[src/rtl/accum_sched.sv]
// accum_sched: time-multiplexed bank of leaky event accumulators with a
// trigger FIFO.
//
// Each channel keeps a saturating count and a leak timer. An accepted inc
// event raises the count; a decay event lowers it (floor 0). Every
// PUSH_DOWN-th event on a channel applies one extra leak decrement. When an
// inc event lands on a count of THRESHOLD-1 the channel fires: the count
// returns to 0 and the channel number is pushed into the trigger FIFO.
// A clr_in pulse starts a sweep that zeroes one channel per cycle. Events
// are held off during the sweep, but queued triggers stay poppable.
//
// Optional feature: define ACCUM_SCHED_STATS_EN to add trig_total_out, a
// saturating 16-bit count of FIFO pushes. It is cleared by rst_in only.
//
// Ports:
//   clk_in          rising-edge clock
//   rst_in          synchronous active-high reset
//   ev_valid_in     event offered
//   ev_ready_out    event accepted this cycle if valid (combinational)
//   ev_ch_in        target channel of the event
//   ev_inc_in       1 = increment event, 0 = decay event
//   clr_in          pulse that starts (or restarts) a clear sweep
//   trig_valid_out  trigger FIFO head valid
//   trig_ready_in   consumer pops the head
//   trig_ch_out     channel held at the FIFO head
//   busy_out        high while the sweep is running
//   trig_total_out  (ACCUM_SCHED_STATS_EN only) saturating push count

module accum_sched #(
  parameter int N_CH       = 8,
  parameter int THRESHOLD  = 255,
  parameter int PUSH_DOWN  = 16,
  parameter int TRIG_DEPTH = 4
) (
  input  logic                    clk_in,
  input  logic                    rst_in,
  input  logic                    ev_valid_in,
  output logic                    ev_ready_out,
  input  logic [$clog2(N_CH)-1:0] ev_ch_in,
  input  logic                    ev_inc_in,
  input  logic                    clr_in,
  output logic                    trig_valid_out,
  input  logic                    trig_ready_in,
  output logic [$clog2(N_CH)-1:0] trig_ch_out,
  output logic                    busy_out
`ifdef ACCUM_SCHED_STATS_EN
  ,
  output logic [15:0]             trig_total_out
`endif
);

  localparam int CH_W    = $clog2(N_CH);
  localparam int COUNT_W = $clog2(THRESHOLD);
  localparam int TMR_W   = $clog2(PUSH_DOWN);
  localparam int PTR_W   = $clog2(TRIG_DEPTH);
  localparam int OCC_W   = $clog2(TRIG_DEPTH + 1);

  typedef enum logic {
    S_RUN,
    S_SWEEP
  } state_t;

  // Per-channel state
  logic [COUNT_W-1:0] r_count [N_CH];
  logic [TMR_W-1:0]   r_timer [N_CH];

  // Sweep FSM
  state_t             r_state;
  state_t             w_state_nxt;
  logic [CH_W-1:0]    r_sweep_idx;
  logic [CH_W-1:0]    w_sweep_idx_nxt;
  logic               w_sweep_clr;

  // Trigger FIFO
  logic [CH_W-1:0]    r_fifo [TRIG_DEPTH];
  logic [PTR_W-1:0]   r_wr_ptr;
  logic [PTR_W-1:0]   r_rd_ptr;
  logic [OCC_W-1:0]   r_occ;

  // Event datapath
  logic               w_accept;
  logic               w_fire;
  logic               w_push;
  logic               w_pop;
  logic [COUNT_W-1:0] w_cur_count;
  logic [COUNT_W-1:0] w_base_count;
  logic [COUNT_W-1:0] w_new_count;
  logic [TMR_W-1:0]   w_cur_timer;
  logic [TMR_W-1:0]   w_new_timer;

  // ---------------------------------------------------------------------
  // Handshakes
  // ---------------------------------------------------------------------
  assign ev_ready_out   = (r_state == S_RUN) && !clr_in &&
                          (r_occ < OCC_W'(TRIG_DEPTH));
  assign w_accept       = ev_valid_in && ev_ready_out;
  assign w_push         = w_accept && w_fire;
  assign trig_valid_out = (r_occ != '0);
  assign w_pop          = trig_valid_out && trig_ready_in;
  assign trig_ch_out    = r_fifo[r_rd_ptr];
  assign busy_out       = (r_state == S_SWEEP);

  // ---------------------------------------------------------------------
  // Event update for the addressed channel
  // ---------------------------------------------------------------------
  always_comb begin
    w_cur_count  = r_count[ev_ch_in];
    w_cur_timer  = r_timer[ev_ch_in];
    w_new_timer  = (w_cur_timer == TMR_W'(PUSH_DOWN - 1)) ? '0
                                                          : w_cur_timer + 1'b1;
    w_fire       = ev_inc_in && (w_cur_count == COUNT_W'(THRESHOLD - 1));

    if (w_fire) begin
      w_base_count = '0;
    end else if (ev_inc_in) begin
      w_base_count = w_cur_count + 1'b1;
    end else if (w_cur_count != '0) begin
      w_base_count = w_cur_count - 1'b1;
    end else begin
      w_base_count = '0;
    end

    // Leak tick: one more saturating decrement when the timer wraps.
    w_new_count = w_base_count;
    if ((w_new_timer == '0) && (w_base_count != '0)) begin
      w_new_count = w_base_count - 1'b1;
    end
  end

  // ---------------------------------------------------------------------
  // Sweep FSM
  // ---------------------------------------------------------------------
  always_ff @(posedge clk_in) begin
    if (rst_in) begin
      r_state     <= S_RUN;
      r_sweep_idx <= '0;
    end else begin
      r_state     <= w_state_nxt;
      r_sweep_idx <= w_sweep_idx_nxt;
    end
  end

  always_comb begin
    w_state_nxt     = r_state;
    w_sweep_idx_nxt = r_sweep_idx;
    w_sweep_clr     = 1'b0;
    unique case (r_state)
      S_RUN: begin
        if (clr_in) begin
          w_state_nxt     = S_SWEEP;
          w_sweep_idx_nxt = '0;
        end
      end
      S_SWEEP: begin
        if (clr_in) begin
          // A fresh clear restarts the walk from channel 0.
          w_sweep_idx_nxt = '0;
        end else begin
          w_sweep_clr = 1'b1;
          if (r_sweep_idx == CH_W'(N_CH - 1)) begin
            w_state_nxt     = S_RUN;
            w_sweep_idx_nxt = '0;
          end else begin
            w_sweep_idx_nxt = r_sweep_idx + 1'b1;
          end
        end
      end
      default: begin
        w_state_nxt     = S_RUN;
        w_sweep_idx_nxt = '0;
      end
    endcase
  end

  // ---------------------------------------------------------------------
  // Channel registers (sweep and event acceptance never coincide)
  // ---------------------------------------------------------------------
  always_ff @(posedge clk_in) begin
    for (int unsigned i = 0; i < N_CH; i++) begin
      if (rst_in) begin
        r_count[i] <= '0;
        r_timer[i] <= '0;
      end else if (w_sweep_clr && (r_sweep_idx == CH_W'(i))) begin
        r_count[i] <= '0;
        r_timer[i] <= '0;
      end else if (w_accept && (ev_ch_in == CH_W'(i))) begin
        r_count[i] <= w_new_count;
        r_timer[i] <= w_new_timer;
      end
    end
  end

  // ---------------------------------------------------------------------
  // Trigger FIFO
  // ---------------------------------------------------------------------
  always_ff @(posedge clk_in) begin
    if (w_push) begin
      r_fifo[r_wr_ptr] <= ev_ch_in;
    end
  end

  always_ff @(posedge clk_in) begin
    if (rst_in) begin
      r_wr_ptr <= '0;
      r_rd_ptr <= '0;
      r_occ    <= '0;
    end else begin
      if (w_push) begin
        r_wr_ptr <= (r_wr_ptr == PTR_W'(TRIG_DEPTH - 1)) ? '0 : r_wr_ptr + 1'b1;
      end
      if (w_pop) begin
        r_rd_ptr <= (r_rd_ptr == PTR_W'(TRIG_DEPTH - 1)) ? '0 : r_rd_ptr + 1'b1;
      end
      if (w_push && !w_pop) begin
        r_occ <= r_occ + 1'b1;
      end else if (w_pop && !w_push) begin
        r_occ <= r_occ - 1'b1;
      end
    end
  end

`ifdef ACCUM_SCHED_STATS_EN
  // ---------------------------------------------------------------------
  // Push statistics
  // ---------------------------------------------------------------------
  logic [15:0] r_total;

  always_ff @(posedge clk_in) begin
    if (rst_in) begin
      r_total <= '0;
    end else if (w_push && (r_total != '1)) begin
      r_total <= r_total + 16'd1;
    end
  end

  assign trig_total_out = r_total;
`endif

endmodule

[config.mk]
export PLATFORM = sky130hd
export DESIGN_NAME = accum_sched
export DESIGN_NICKNAME = d
export VERILOG_FILES = /design/src/rtl/accum_sched.sv
export SDC_FILE = /design/constraint.sdc
export NUM_CORES = 1
export LEC_CHECK = 0
export ABC_AREA = 1
export CORE_MARGIN = 2
export CORE_UTILIZATION = 47
export DETAILED_ROUTE_END_ITERATION = 7
export PLACE_DENSITY = 0.59
export SKIP_CTS_REPAIR_TIMING = 1
export SLEW_MARGIN = 15
export SYNTH_ARGS = -nofsm -noshare
export SYNTH_HDL_FRONTEND = slang
export SYNTH_SLANG_ARGS = --single-unit
[constraint.sdc]
create_clock -name clk_in -period 3.7 [get_ports clk_in]
set_input_delay 0.74 -clock clk_in [delete_from_list [all_inputs] [get_ports clk_in]]
set_output_delay 0.74 -clock clk_in [all_outputs]
set_load 0.01 [all_outputs]
# Word-level counts from Yosys, hierarchy flattened
# Memory sizes are Yosys's and may differ from the RTL's. A register that Yosys moved wholly into a read port is not among the register bits.
# Index checks and enable logic that the tools add are counted.
dict set report op_classes {
  order_cmp 1
  bitwise_logic 33
  n_mux 113
  n_eq_ne 19
  addsub 9
  n_reduce_logical 35
}
# cell count
set op_table {}
lappend op_table {{$mux 8} 20}
lappend op_table {{$mux 4} 17}
lappend op_table {{$mux 1} 65}
lappend op_table {{$or 1x1->1} 32}
lappend op_table {{$logic_and 1x1->1} 25}
lappend op_table {{$eq 3x3->1 const B} 8}
lappend op_table {{$reduce_bool 8->1} 2}
lappend op_table {{$sub 8x1->8 const B} 2}
lappend op_table {{$mux 3} 5}
lappend op_table {{$eq 3x2->1 const B} 4}
lappend op_table {{$add 8x1->8 const B} 1}
lappend op_table {{$eq 8x8->1 const B} 1}
lappend op_table {{$mux 2} 4}
lappend op_table {{$add 3x1->3 const B} 2}
lappend op_table {{$eq 3x1->1 const B} 2}
lappend op_table {{$logic_not 3->1} 2}
lappend op_table {{$pmux 3 s2} 1}
lappend op_table {{$add 2x1->2 const B} 2}
lappend op_table {{$add 4x1->4 const B} 1}
lappend op_table {{$eq 2x2->1 const B} 2}
lappend op_table {{$eq 4x4->1 const B} 1}
lappend op_table {{$logic_not 4->1} 1}
lappend op_table {{$logic_not 1->1} 3}
lappend op_table {{$lt 3x3->1 const B} 1}
lappend op_table {{6 further kinds} 6}
dict set report totals {
  word_cells 218
  ram_bits 108
  input_bits 9
  n_memories 3
  out_inout_bits 6
  reg_bits 11
}
# name depth word_bits rd rd_ports_with_merged_regs wr line
set memory_table {}
lappend memory_table {r_count 8 8 1 0 8 64} ;# logic [COUNT_W-1:0] r_count [N_CH];
lappend memory_table {r_timer 8 4 1 0 8 65} ;# logic [TMR_W-1:0] r_timer [N_CH];
lappend memory_table {r_fifo 4 3 1 1 1 75} ;# logic [CH_W-1:0] r_fifo [TRIG_DEPTH];

# Longest topological paths before layout
# Gate-level depths: netlist of the first run.
dict set report depth {
  ltp_word 10
  mapped_depth 24
  depth_no_buf 23
}

# Least setup slack after synthesis of the first run
# Ideal clock, no wire load.
dict set report synth_timing {
  path_kind {input port to flip-flop}
  start {input ev_ch_in[0]}
  end {memory r_count[0][0] in the netlist's numbering (data pin)}
  t_arrival_ns 2.990
  t_required_ns 3.433
  n_path_buf 2
  cell_stages 22
  setup_time_ns 0.267
  path_slack_ns 0.443
  cell_sequence {buf_6 -> buf_4 -> nand2_1 -> nand2_1 -> nand2_1 -> nand3_1 -> nand2_2 -> ha_1 -> nand3_1 -> nor2_1 -> nand3_2 -> nand2_1 -> nand2_2 -> nand2_1 -> ha_1 -> nand3_1 -> nor2_1 -> nand2_2 -> nand2_4 -> nand2_1 -> nand2_2 -> nor2_1}
}
# item line
set synth_lines {}
lappend synth_lines {{from (decl)} 39} ;# input logic [$clog2(N_CH)-1:0] ev_ch_in,
lappend synth_lines {{to (decl)} 64}

==> impl_results.rst, run 1 <==
.. list-table::
   :header-rows: 1

   * - Metric
     - Value
   * - Final weighted congestion of routability-driven global placement
     - 0.8976
   * - Post-layout minimum cycle time
     - 3353 ps
   * - Total number of vias
     - 5750
   * - Height of the die
     - 123.0 microns
   * - Total half-perimeter wirelength after legalization and detailed placement
     - 13200 microns
   * - Number of standard cells after synthesis
     - 770
   * - Die outline width
     - 123.0 microns
   * - Number of antenna violations at the first check in global routing
     - 0
   * - Setup violators final
     - 0
   * - Area of the core
     - 0.01388 sq mm
   * - Standby leakage power
     - 3.618 nW
   * - Area of the die
     - 0.01513 sq mm
   * - Top post-synthesis cells by area
     - sky130_fd_sc_hd__edfxtp_1 49%, sky130_fd_sc_hd__nand2_1 14%, sky130_fd_sc_hd__nor2_1 5.3%
   * - Net count after synthesis
     - 799
   * - Sum of internal, switching and leakage power
     - 3.950 mW
   * - CTS H-Tree Depth
     - 4
   * - Area added between synthesis and finish
     - 25.46%
   * - Via count of the first global-routing pass
     - 5699
   * - Io pins
     - 15
   * - Pre-CTS WS
     - -431.8 ps
   * - Detailed-route vias per instance
     - 5.324
   * - Achievable clock frequency
     - 298.2 MHz
   * - Pwr/cell area
     - 473.1 mW/mm^2
   * - Clock sink count
     - 121
   * - Outcome
     - completed
   * - Proportion of synthesized chip area in sequential cells
     - 0.5264
   * - Setup Skew
     - 13.52 ps
   * - Post-route fraction of the period consumed by the critical path
     - 0.9063
   * - Synth async-reset ratio
     - 0
   * - Distinct cell type count after synthesis
     - 37
   * - Global-route wire length before repair
     - 29900 microns
   * - Longest Clk Path Bufs
     - 2
   * - Min Hold Slack
     - 501.7 ps
   * - Worst hold path type
     - flip-flop to flip-flop
   * - Layout cells sized above 1
     - 0.2111
   * - Worst skew pair latency
     - 420 ps
   * - Total standard cell area after synthesis
     - 0.006655 sq mm
   * - Iteration count of the initial detailed-routing pass
     - 5
   * - Yosys warning total
     - 0
   * - Hold violation count in the final report
     - 0
   * - Global route overflow
     - 0
   * - Count of flip-flops with a built-in enable after synthesis
     - 108
   * - Unrepaired setup endpoints after global routing
     - false
   * - Critical path arrival
     - 3490 ps
   * - Commonest non-fill, non-tap cell in the layout
     - sky130_fd_sc_hd__nand2_1
   * - Slew @ Worst Pin
     - 796.6 ps
   * - Worst Slack Setup Final
     - 346.6 ps
   * - Total DRC errors in the routed layout
     - 0
   * - Kind of end point of the critical path
     - flip-flop
   * - Wirelength, routed
     - 18560 microns
   * - Max Cap Viol
     - 0
   * - VDD IR max
     - 0.3510 mV
   * - Final antenna-violating net count
     - 0
   * - Number of rows in the core area
     - 43
   * - IO buf count
     - 14
   * - Final setup TNS
     - 0 ps
   * - Number of nets in the layout
     - 916
   * - Avg Inst Size Synth
     - 8.643 sq um
   * - Start-to-end type of the worst setup path
     - primary input to flip-flop
   * - Number of synthesized register bits
     - 121
   * - Commonest register cell after synthesis
     - sky130_fd_sc_hd__edfxtp_1
   * - Clock-pin slew of the registers on the worst-case setup and hold paths
     - 60 ps
   * - Clock root cell
     - sky130_fd_sc_hd__clkbuf_16
   * - WL/cell
     - 17.19 microns
   * - Total GRT Usage
     - 0.2681
   * - Leading area contributor after synthesis
     - sky130_fd_sc_hd__edfxtp_1
   * - Diode count
     - 0
   * - TritonCTS clock tree
     - built
   * - Critical Path Start Type
     - primary input
   * - Most frequent cells in the layout
     - 243 x sky130_fd_sc_hd__nand2_1, 108 x sky130_fd_sc_hd__edfxtp_1, 103 x sky130_fd_sc_hd__buf_4
   * - Critical-path maximum fanout
     - 9
   * - Max-slew headroom at the worst pin
     - 0.4676
   * - Initial Util
     - 0.4794
   * - Endpoint required time on the critical path
     - 3840 ps
   * - Area share of the largest cell type after synthesis
     - 0.4873
   * - Number of DRC violations after detailed-routing iteration 0
     - 567
   * - Maximum number of pins on one net before global-route repair
     - 21
   * - Total count of max-transition violations in the final report
     - 0
   * - Number of buffers added by the clock tree synthesis step
     - 17
-- layer usage --
metal | global-route usage | vias to the layer above | part of all wire
met2 | 0.4482 | 176 | 0.48
met4 | 0.09446 | 0 | 0.024
met3 | 0.06089 | 32 | 0.062
met1 | 0.3435 | 2715 | 0.43
li1 | - | 2827 | -
met5 | 0 | - | 0
-- cell families (layout without fill, tap and decap cells) --
logic type	Yosys count	in the layout	synth area share
xor+xnor	6	6	0.007898
flops	121	121	0.5264
buf+inv	78	208	0.05264
simple gates	442	442	0.2854
compound gates	103	103	0.08893
fa+ha+maj	20	20	0.03873
-- worst max-delay path, cell delays in order --
cell and delay [ps]:
sky130_fd_sc_hd__clkdlybuf4s50_1 550, sky130_fd_sc_hd__inv_1 100, sky130_fd_sc_hd__buf_4 190, sky130_fd_sc_hd__nand2_1 70
sky130_fd_sc_hd__nand2_1 70, sky130_fd_sc_hd__buf_4 150, sky130_fd_sc_hd__ha_1 200, sky130_fd_sc_hd__xor2_1 280
sky130_fd_sc_hd__nand3b_1 160, sky130_fd_sc_hd__nand2_1 130, sky130_fd_sc_hd__inv_2 80, sky130_fd_sc_hd__nand2_1 110
sky130_fd_sc_hd__nor2_1 150, sky130_fd_sc_hd__nand2_1 70, sky130_fd_sc_hd__nand2_1 60, sky130_fd_sc_hd__nand2_1 60
sky130_fd_sc_hd__nand2_2 230, sky130_fd_sc_hd__a21oi_2 80
-- metrics by stage --
stage	utilization	cell area, sq um	cells
2_1_floorplan	-	6655	770
3_3_place_gp	0.5583	7750	1048
3_5_place_dp	0.5583	7750	1048
4_1_cts	0.5997	8324	1080
5_1_grt	0.6015	8349	1080
6_report	0.6015	8349	1080
-- cell type report --
cell class | count | area [sq um]
Clock buffer | 17 | 425.4
Clock inverter | 15 | 148.9
Fill cell | 1172 | 5532
Inverter | 53 | 201.4
Multi-Input combinational cell | 571 | 2818
Sequential cell | 121 | 3503
Tap cell | 180 | 225.2
Timing Repair Buffer | 123 | 1027
-- worst paths after layout --
path	from	to	slack (ps)	depth (start not counted)
setup / recovery	ev_ch_in[2]	r_count[0][7]	350	18
hold / removal	r_occ[2]	r_occ[2]	500	2
setup reg to reg	r_count[3][0]	r_count[7][2]	870	21
hold reg to reg	r_occ[2]	r_occ[2]	500	2
-- Yosys cell counts (2+ instances only) --
cell	instances
sky130_fd_sc_hd__o22ai_1	11
sky130_fd_sc_hd__inv_1	44
sky130_fd_sc_hd__buf_1	2
sky130_fd_sc_hd__a211oi_1	2
sky130_fd_sc_hd__ha_1	19
sky130_fd_sc_hd__buf_6	6
sky130_fd_sc_hd__nor2_4	2
sky130_fd_sc_hd__nand3_2	4
sky130_fd_sc_hd__nor2_2	6
sky130_fd_sc_hd__nand3_1	56
sky130_fd_sc_hd__o21ai_0	20
sky130_fd_sc_hd__xor2_1	3
sky130_fd_sc_hd__inv_2	8
sky130_fd_sc_hd__clkbuf_1	9
sky130_fd_sc_hd__nor2_1	94
sky130_fd_sc_hd__nand4_1	11
sky130_fd_sc_hd__nand2_1	243
sky130_fd_sc_hd__nor3_1	3
sky130_fd_sc_hd__xnor2_1	3
sky130_fd_sc_hd__a21oi_2	8
sky130_fd_sc_hd__a31oi_1	3
sky130_fd_sc_hd__a21oi_1	50
sky130_fd_sc_hd__nand2_2	16
sky130_fd_sc_hd__dfxtp_1	13
sky130_fd_sc_hd__buf_2	7
sky130_fd_sc_hd__nand2_4	5
sky130_fd_sc_hd__o31ai_1	2
sky130_fd_sc_hd__edfxtp_1	108
sky130_fd_sc_hd__a22oi_1	4
-- power by group --
| group | leakage, nW | internal [mW] | switching (mW) |
|---|---|---|---|
| Clock | 0.277 | 0.988 | 0.608 |
| Sequential | 1.21 | 1.56 | 0.0367 |
| Combinational | 2.13 | 0.309 | 0.450 |
-- state kept, by name, indices dropped and copies added, names as in the netlist, named ones only --
signal	cells
r_count	64
r_occ	3
r_wr_ptr	2
r_fifo	12
r_timer	32
busy_out	1
r_rd_ptr	2
r_sweep_idx	3
Power figures use the tool's default switching activity.
==> run 2: changes to the inputs <==
- clock period: 3.7 -> 3.4 ns (I/O delays scaled with it)
==> run 2 against run 1 <==
- die area is the same
- core utilization increased by 1.3 points
- final cell count increased by 0.74%
- flip-flop and latch count unchanged
- critical endpoint is now r_count[1][7]
- critical path type unchanged
- sequential share of layout area decreased by 0.86 points
- largest power group is now registers
- routed wire length fell by 0.41%
==> impl_results.rst, run 2 (same netlist as run 1, synthesis figures left out) <==
.. list-table::
   :header-rows: 1

   * - Metric
     - Value
   * - Commonest non-fill, non-tap cell in the layout
     - sky130_fd_sc_hd__nand2_1
   * - Slew @ Worst Pin
     - 421.6 ps (-375.0 ps)
   * - Worst hold path type
     - flip-flop to flip-flop
   * - Worst skew pair latency
     - 420 ps (about the same)
   * - TritonCTS clock tree
     - built
   * - Io pins
     - 15 (unchanged)
   * - Worst hold start
     - r_sweep_idx[1]
   * - Worst-case reg-to-reg path depth
     - 18 (-14%)
   * - Clock sink count
     - 121 (unchanged)
   * - Total DRC errors in the routed layout
     - 0 (unchanged)
   * - Diode count
     - 0 (unchanged)
   * - WL/cell
     - 16.99 microns (-1.1%)
   * - Biggest cell delay along the critical path
     - 190 ps (-360 ps)
   * - Number of non-filler instances in the completed layout
     - 1088 (+0.74%)
   * - CTS H-Tree Depth
     - 4 (unchanged)
   * - Via count of the first global-routing pass
     - 5685 (-0.25%)
   * - Final antenna-violating net count
     - 0 (unchanged)
   * - Number of DRC violations after detailed-routing iteration 0
     - 455 (-20%)
   * - Pwr/cell area
     - 504.8 mW/mm^2 (+6.7%)
   * - Post-route fraction of the period consumed by the critical path
     - 0.9298
   * - Total number of vias
     - 5805 (+0.96%)
   * - Global-route wire length before repair
     - 29350 microns (-1.8%)
   * - Largest register by flop count
     - r_count
   * - Worst path bufs/invs
     - 7 (+2)
   * - IO buf count
     - 14 (unchanged)
   * - Kind of end point of the critical path
     - flip-flop
   * - Number of cells on the worst hold path
     - 2 (unchanged)
   * - Clock root cell
     - sky130_fd_sc_hd__clkbuf_16
   * - Iteration count of the initial detailed-routing pass
     - 5 (unchanged)
   * - Clock-pin slew of the registers on the worst-case setup and hold paths
     - 50 ps (about the same)
   * - Max stage delay cell, worst path
     - sky130_fd_sc_hd__dlymetal6s2s_1
   * - Final weighted congestion of routability-driven global placement
     - 0.8796 (-2.0%)
   * - Number of antenna violations at the first check in global routing
     - 0 (unchanged)
   * - Final setup TNS
     - 0 ps (unchanged)
   * - Number of buffers added by the clock tree synthesis step
     - 17 (unchanged)
   * - Outcome
     - completed
   * - Sum of internal, switching and leakage power
     - 4.303 mW (+8.9%)
   * - Critical path cell sequence
     - dlymetal6s2s_1, buf_6, buf_12, buf_12, nand2_1, nand2_1, nand2_1, nand3_1, nand2_1, nand2_1, nor2_1, nand2_2, buf_4, nand3_1, nand2_1, inv_2, nand2_1, nor2_1, nand2_1, nand2_1, nand2_1, nand2_2, buf_12, a21oi_2
   * - Longest Clk Path Bufs
     - 2 (unchanged)
   * - Achievable clock frequency
     - 316.3 MHz
   * - Number of nets in the layout
     - 925 (+0.98%)
   * - VDD IR max
     - 0.3560 mV (+1.4%)
   * - Instance area at placement
     - 0.007878 sq mm (+1.6%)
   * - Post-layout minimum cycle time
     - 3161 ps
   * - Endpoint required time on the critical path
     - 3570 ps (-270 ps)
   * - Area of the die
     - 0.01513 sq mm (unchanged)
   * - Standby leakage power
     - 3.701 nW (+2.3%)
   * - End point of the worst hold path
     - r_sweep_idx[1]
   * - Total GRT Usage
     - 0.2621 (-0.006067)
   * - Reg2Reg Launch Point
     - r_count[3][0]
   * - Setup Skew
     - 13.92 ps (+0.4069 ps)
   * - Area of the core
     - 0.01388 sq mm (unchanged)
   * - Most frequent cells in the layout
     - 242 x sky130_fd_sc_hd__nand2_1, 108 x sky130_fd_sc_hd__edfxtp_1, 104 x sky130_fd_sc_hd__buf_4
   * - Initial Util
     - 0.4794 (unchanged)
   * - Area added between synthesis and finish
     - 28.09%
   * - Maximum number of pins on one net before global-route repair
     - 21 (unchanged)
   * - Detailed-route vias per instance
     - 5.335 (+0.21%)
   * - Registers with the highest flip-flop counts
     - r_count: 64 flops, r_timer: 32 flops, r_fifo: 12 flops
   * - End of the worst register-to-register path
     - r_occ[2]
   * - Top cell by count, worst path
     - sky130_fd_sc_hd__nand2_1
   * - Layout cells sized above 1
     - 0.2269 (+0.01576)
   * - Max-slew headroom at the worst pin
     - 0.7181 (+0.2505)
   * - Cell family with most CP delay
     - simple AND/OR/NAND/NOR gates
   * - Post-route cell area
     - 0.008524 sq mm (+2.1%)
   * - Critical Path Start Type
     - primary input
   * - Placed insts
     - 1055 (+0.67%)
   * - Hold violation count in the final report
     - 0 (unchanged)
   * - Wirelength, routed
     - 18490 microns (-0.41%)
   * - Number of rows in the core area
     - 43 (unchanged)
   * - Number of flip-flops under the largest register name
     - 64 (unchanged)
   * - Global route overflow
     - 0 (unchanged)
   * - Total half-perimeter wirelength after legalization and detailed placement
     - 13090 microns (-0.86%)
   * - Setup slack of the worst register-to-register path
     - 550 ps (-320 ps)
   * - Max Cap Viol
     - 0 (unchanged)
   * - Setup violators final
     - 0 (unchanged)
   * - Die outline width
     - 123.0 microns (unchanged)
   * - Critical path arrival
     - 3330 ps (-160 ps)
   * - Start-to-end type of the worst setup path
     - primary input to flip-flop
   * - Critical-path maximum fanout
     - 20 (+11)
   * - Total count of max-transition violations in the final report
     - 0 (unchanged)
   * - Height of the die
     - 123.0 microns (unchanged)
==> run 2: power by group <==
group / switching, mW / internal, mW
clock: 0.642 / 1.07
combinational: 0.499 / 0.354
sequential: 0.0393 / 1.70
==> run 2: worst max path at each step <==
| stage | cells past startpoint | start | slack, ps | to |
|---|---|---|---|---|
| floorplan | 22 | ev_ch_in[0] | 200 | r_count[0][0] |
| global placement | 21 | ev_ch_in[0] | -560 | r_occ[2] |
| detailed placement | 21 | ev_ch_in[0] | -570 | r_occ[2] |
| CTS | 21 | ev_ch_in[0] | -170 | r_occ[2] |
| global route | 23 | ev_ch_in[0] | -3 | r_count[0][3] |
| finish | 24 | ev_ch_in[0] | 240 | r_count[1][7] |
==> run 2: layout make-up <==
class                           count  area (sq um)
Fill cell                        1216          5356
Sequential cell                   121          3503
Multi-Input combinational cell    571          2849
Timing Repair Buffer              132          1185
Clock buffer                       20         436.7
Tap cell                          180         225.2
Inverter                           53         201.4
Clock inverter                     11         123.9
==> run 2: tightest hold or removal path: cells and delay by family, from the launching register on <==
kind / cells / cell delay [ps]
AOI/OAI and AO/OA: 1 / 50
DFF: 1 / 330
and+or+nand+nor: 1 / 70
==> run 2: routing by layer <==
| layer | part of all wire | wire length, microns | track usage |
|---|---|---|---|
| met1 | 0.44 | 8212 | 0.3544 |
| met5 | 0 | 0 | 0 |
| met4 | 0.026 | 478 | 0.09588 |
| met2 | 0.47 | 8636 | 0.4227 |
| met3 | 0.063 | 1159 | 0.04889 |
==> run 2: stage by stage <==
stage,util,hold slack (ps),setup WS [ps]
6_report,0.6141,496.2,238.8
5_1_grt,0.6141,531.1,-2.740
4_1_cts,0.6079,498.9,-172.5
3_5_place_dp,0.5675,489.1,-568.2
3_3_place_gp,0.5675,483.6,-559.8
2_1_floorplan,-,460.0,203.1
==> run 3: changes to the inputs <==
- DONT_BUFFER_PORTS: default -> 1
- PLACE_DENSITY: 0.59 -> 0.58
==> run 3 against run 2 <==
- via count down 7.8%
- final cell count down 9.1%
- sequential share of layout area up 5.2 points
- register-to-register slack worse by 20 ps
- clock skew down 2.2 ps
- routed wire length down 5.6%
- combinational power down 26%
- die area unchanged
- worst setup slack better by 180 ps
- clock-buffer cell count unchanged
==> impl_results.rst, run 3 (same netlist as run 1, synthesis figures left out) <==
.. list-table::
   :header-rows: 1

   * - Metric
     - Value
   * - Outcome
     - completed
   * - Largest register by flop count
     - r_count
   * - Number of fill cells in the layout
     - 1294 (+6.4%)
   * - Number of nets in the layout
     - 826 (-11%)
   * - Total count of max-transition violations in the final report
     - 0 (unchanged)
   * - Clock-pin slew of the registers on the worst-case setup and hold paths
     - 50 ps (about the same)
   * - Io pins
     - 15 (unchanged)
   * - Global-route wire length before repair
     - 27790 microns (-5.3%)
   * - Min Hold Slack
     - 322.6 ps (-173.6 ps)
   * - Number of flip-flops under the largest register name
     - 64 (unchanged)
   * - Number of cells on the worst hold path
     - 1 (-1)
   * - Clock sink count
     - 121 (unchanged)
   * - Top cell by count, worst path
     - sky130_fd_sc_hd__nand2_1
   * - Detailed-route vias per instance
     - 5.413 (+1.4%)
   * - Iteration count of the initial detailed-routing pass
     - 5 (unchanged)
   * - Worst-case reg-to-reg path depth
     - 21 (+3)
   * - Setup slack of the worst register-to-register path
     - 530 ps (-20 ps)
   * - Setup Skew
     - 11.70 ps (-2.222 ps)
   * - Number of non-filler instances in the completed layout
     - 989 (-9.1%)
   * - Diode count
     - 0 (unchanged)
   * - Final weighted congestion of routability-driven global placement
     - 0.8997 (+2.3%)
   * - WL/cell
     - 17.65 microns (+3.9%)
   * - Commonest non-fill, non-tap cell in the layout
     - sky130_fd_sc_hd__nand2_1
   * - Max Cap Viol
     - 0 (unchanged)
   * - Via count of the first global-routing pass
     - 5307 (-6.6%)
   * - Area of the core
     - 0.01388 sq mm (unchanged)
   * - Critical Path Start Type
     - primary input
   * - Pwr/cell area
     - 531.9 mW/mm^2 (+5.4%)
   * - Height of the die
     - 123.0 microns (unchanged)
   * - Final antenna-violating net count
     - 0 (unchanged)
   * - Longest Clk Path Bufs
     - 2 (unchanged)
   * - CTS H-Tree Depth
     - 4 (unchanged)
   * - Number of antenna violations at the first check in global routing
     - 0 (unchanged)
   * - Maximum number of pins on one net before global-route repair
     - 43 (+100%)
   * - Registers with the highest flip-flop counts
     - r_count: 64 flops, r_timer: 32 flops, r_fifo: 12 flops
   * - VDD IR max
     - 0.4146 mV (+16%)
   * - TritonCTS clock tree
     - built
   * - Hold violation count in the final report
     - 0 (unchanged)
   * - Die outline width
     - 123.0 microns (unchanged)
   * - Max stage delay cell, worst path
     - sky130_fd_sc_hd__ha_1
   * - Reg2Reg Launch Point
     - r_count[0][1]
   * - Worst hold path type
     - primary input to flip-flop
   * - Most frequent cells in the layout
     - 243 x sky130_fd_sc_hd__nand2_1, 108 x sky130_fd_sc_hd__edfxtp_1, 94 x sky130_fd_sc_hd__nor2_1
   * - Post-layout minimum cycle time
     - 2977 ps (-183.9 ps)
   * - Critical path arrival
     - 3120 ps (-210 ps)
   * - Unrepaired setup endpoints after global routing
     - false
   * - Worst skew pair latency
     - 420 ps (about the same)
   * - Total DRC errors in the routed layout
     - 0 (unchanged)
   * - Critical path cell sequence
     - inv_2, nand2_1, nand2_1, nand2_1, nand2_1, nand2_1, nand2_1, ha_1, nand3_1, nor2_1, nand3_2, nand2_1, nand2_2, nand2_1, ha_1, nand3_1, nor2_1, nand2_2, nand2_4, nand2_1, nand2_2, nor2_1
   * - Area added between synthesis and finish
     - 13.63%
   * - Total number of vias
     - 5353 (-7.8%)
   * - Number of DRC violations after detailed-routing iteration 0
     - 537 (+18%)
   * - Standby leakage power
     - 3.164 nW (-15%)
   * - End point of the worst hold path
     - r_sweep_idx[1]
   * - Achievable clock frequency
     - 335.9 MHz (+6.2%)
   * - Post-route fraction of the period consumed by the critical path
     - 0.8757 (-0.05409)
   * - Total half-perimeter wirelength after legalization and detailed placement
     - 11990 microns (-8.4%)
   * - End of the worst register-to-register path
     - r_count[0][1]
   * - Worst hold start
     - rst_in
   * - Clock root cell
     - sky130_fd_sc_hd__clkbuf_16
   * - Max-slew headroom at the worst pin
     - 0.4005 (-0.3176)
   * - Setup violators final
     - 0 (unchanged)
   * - Number of buffers added by the clock tree synthesis step
     - 17 (unchanged)
   * - Layout cells sized above 1
     - 0.1323 (-0.09461)
   * - Critical-path maximum fanout
     - 42 (+110%)
   * - IO buf count
     - 0 (-14)
   * - Initial Util
     - 0.4794 (unchanged)
   * - Number of rows in the core area
     - 43 (unchanged)
   * - Worst Slack Setup Final
     - 422.7 ps (+183.9 ps)
   * - Global route overflow
     - 0 (unchanged)
   * - Slew @ Worst Pin
     - 896.7 ps (+475.1 ps)
   * - Biggest cell delay along the critical path
     - 200 ps (about the same)
   * - Wirelength, routed
     - 17450 microns (-5.6%)
   * - Start-to-end type of the worst setup path
     - primary input to flip-flop
   * - Area of the die
     - 0.01513 sq mm (unchanged)
   * - Total GRT Usage
     - 0.2520 (-0.01005)
   * - Placed insts
     - 958 (-9.2%)
   * - Pre-CTS WS
     - -115.9 ps (+452.2 ps)
   * - Endpoint required time on the critical path
     - 3540 ps (-30 ps)
   * - Kind of end point of the critical path
     - flip-flop
-- run 3: metrics by stage --
stage | cell area (sq um) | setup TNS, ps | util | total power [mW]
2_1_floorplan | 6655 | 0 | - | 2.218
3_3_place_gp | 7014 | -32.05 | 0.5053 | 2.378
3_5_place_dp | 7014 | -115.9 | 0.5053 | 2.388
4_1_cts | 7557 | 0 | 0.5444 | 4.040
5_1_grt | 7562 | 0 | 0.5448 | 4.207
6_report | 7562 | 0 | 0.5448 | 4.023
-- run 3: how the worst max path moves through the flow --
stage          slack [ps]  cells past startpoint         from       endpoint
6_report              420                     22  ev_ch_in[0]  r_count[0][1]
5_1_grt                30                     20  ev_ch_in[0]       r_occ[2]
4_1_cts               300                     20  ev_ch_in[0]       r_occ[2]
3_5_place_dp         -120                     20  ev_ch_in[0]       r_occ[2]
3_3_place_gp          -30                     20  ev_ch_in[0]       r_occ[2]
2_1_floorplan         200                     22  ev_ch_in[0]  r_count[0][0]
-- run 3: cell type report --
type,count,area (sq um),area share
clock buffers,20,436.7,0.05774
clock inverters,11,106.4,0.01406
inverters,53,198.9,0.02631
multi-input cells,571,2806,0.3711
flip-flops and latches,121,3503,0.4633
well taps,180,225.2,0.02978
repair buffers,33,285.3,0.03772
-- run 3: critical path: cells and delay by family --
family | cells | cell delay [ps]
simple gates | 19 | 1890
buf+inv | 1 | 160
fa+ha+maj | 2 | 370
-- run 3: per-layer routing --
layer,track usage,vias up,part of all wire
met5,0,-,0
met4,0.1115,0,0.029
met3,0.05812,43,0.052
met2,0.4147,138,0.49
met1,0.3182,2526,0.43
li1,-,2646,-
-- run 3: where the power goes --
| group | switching [mW] | total (mW) | internal, mW |
|---|---|---|---|
| Sequential | 0.0389 | 1.74 | 1.70 |
| Clock | 0.601 | 1.66 | 1.06 |
| Combinational | 0.436 | 0.628 | 0.192 |
| Total | 1.08 | 4.02 | 2.95 |
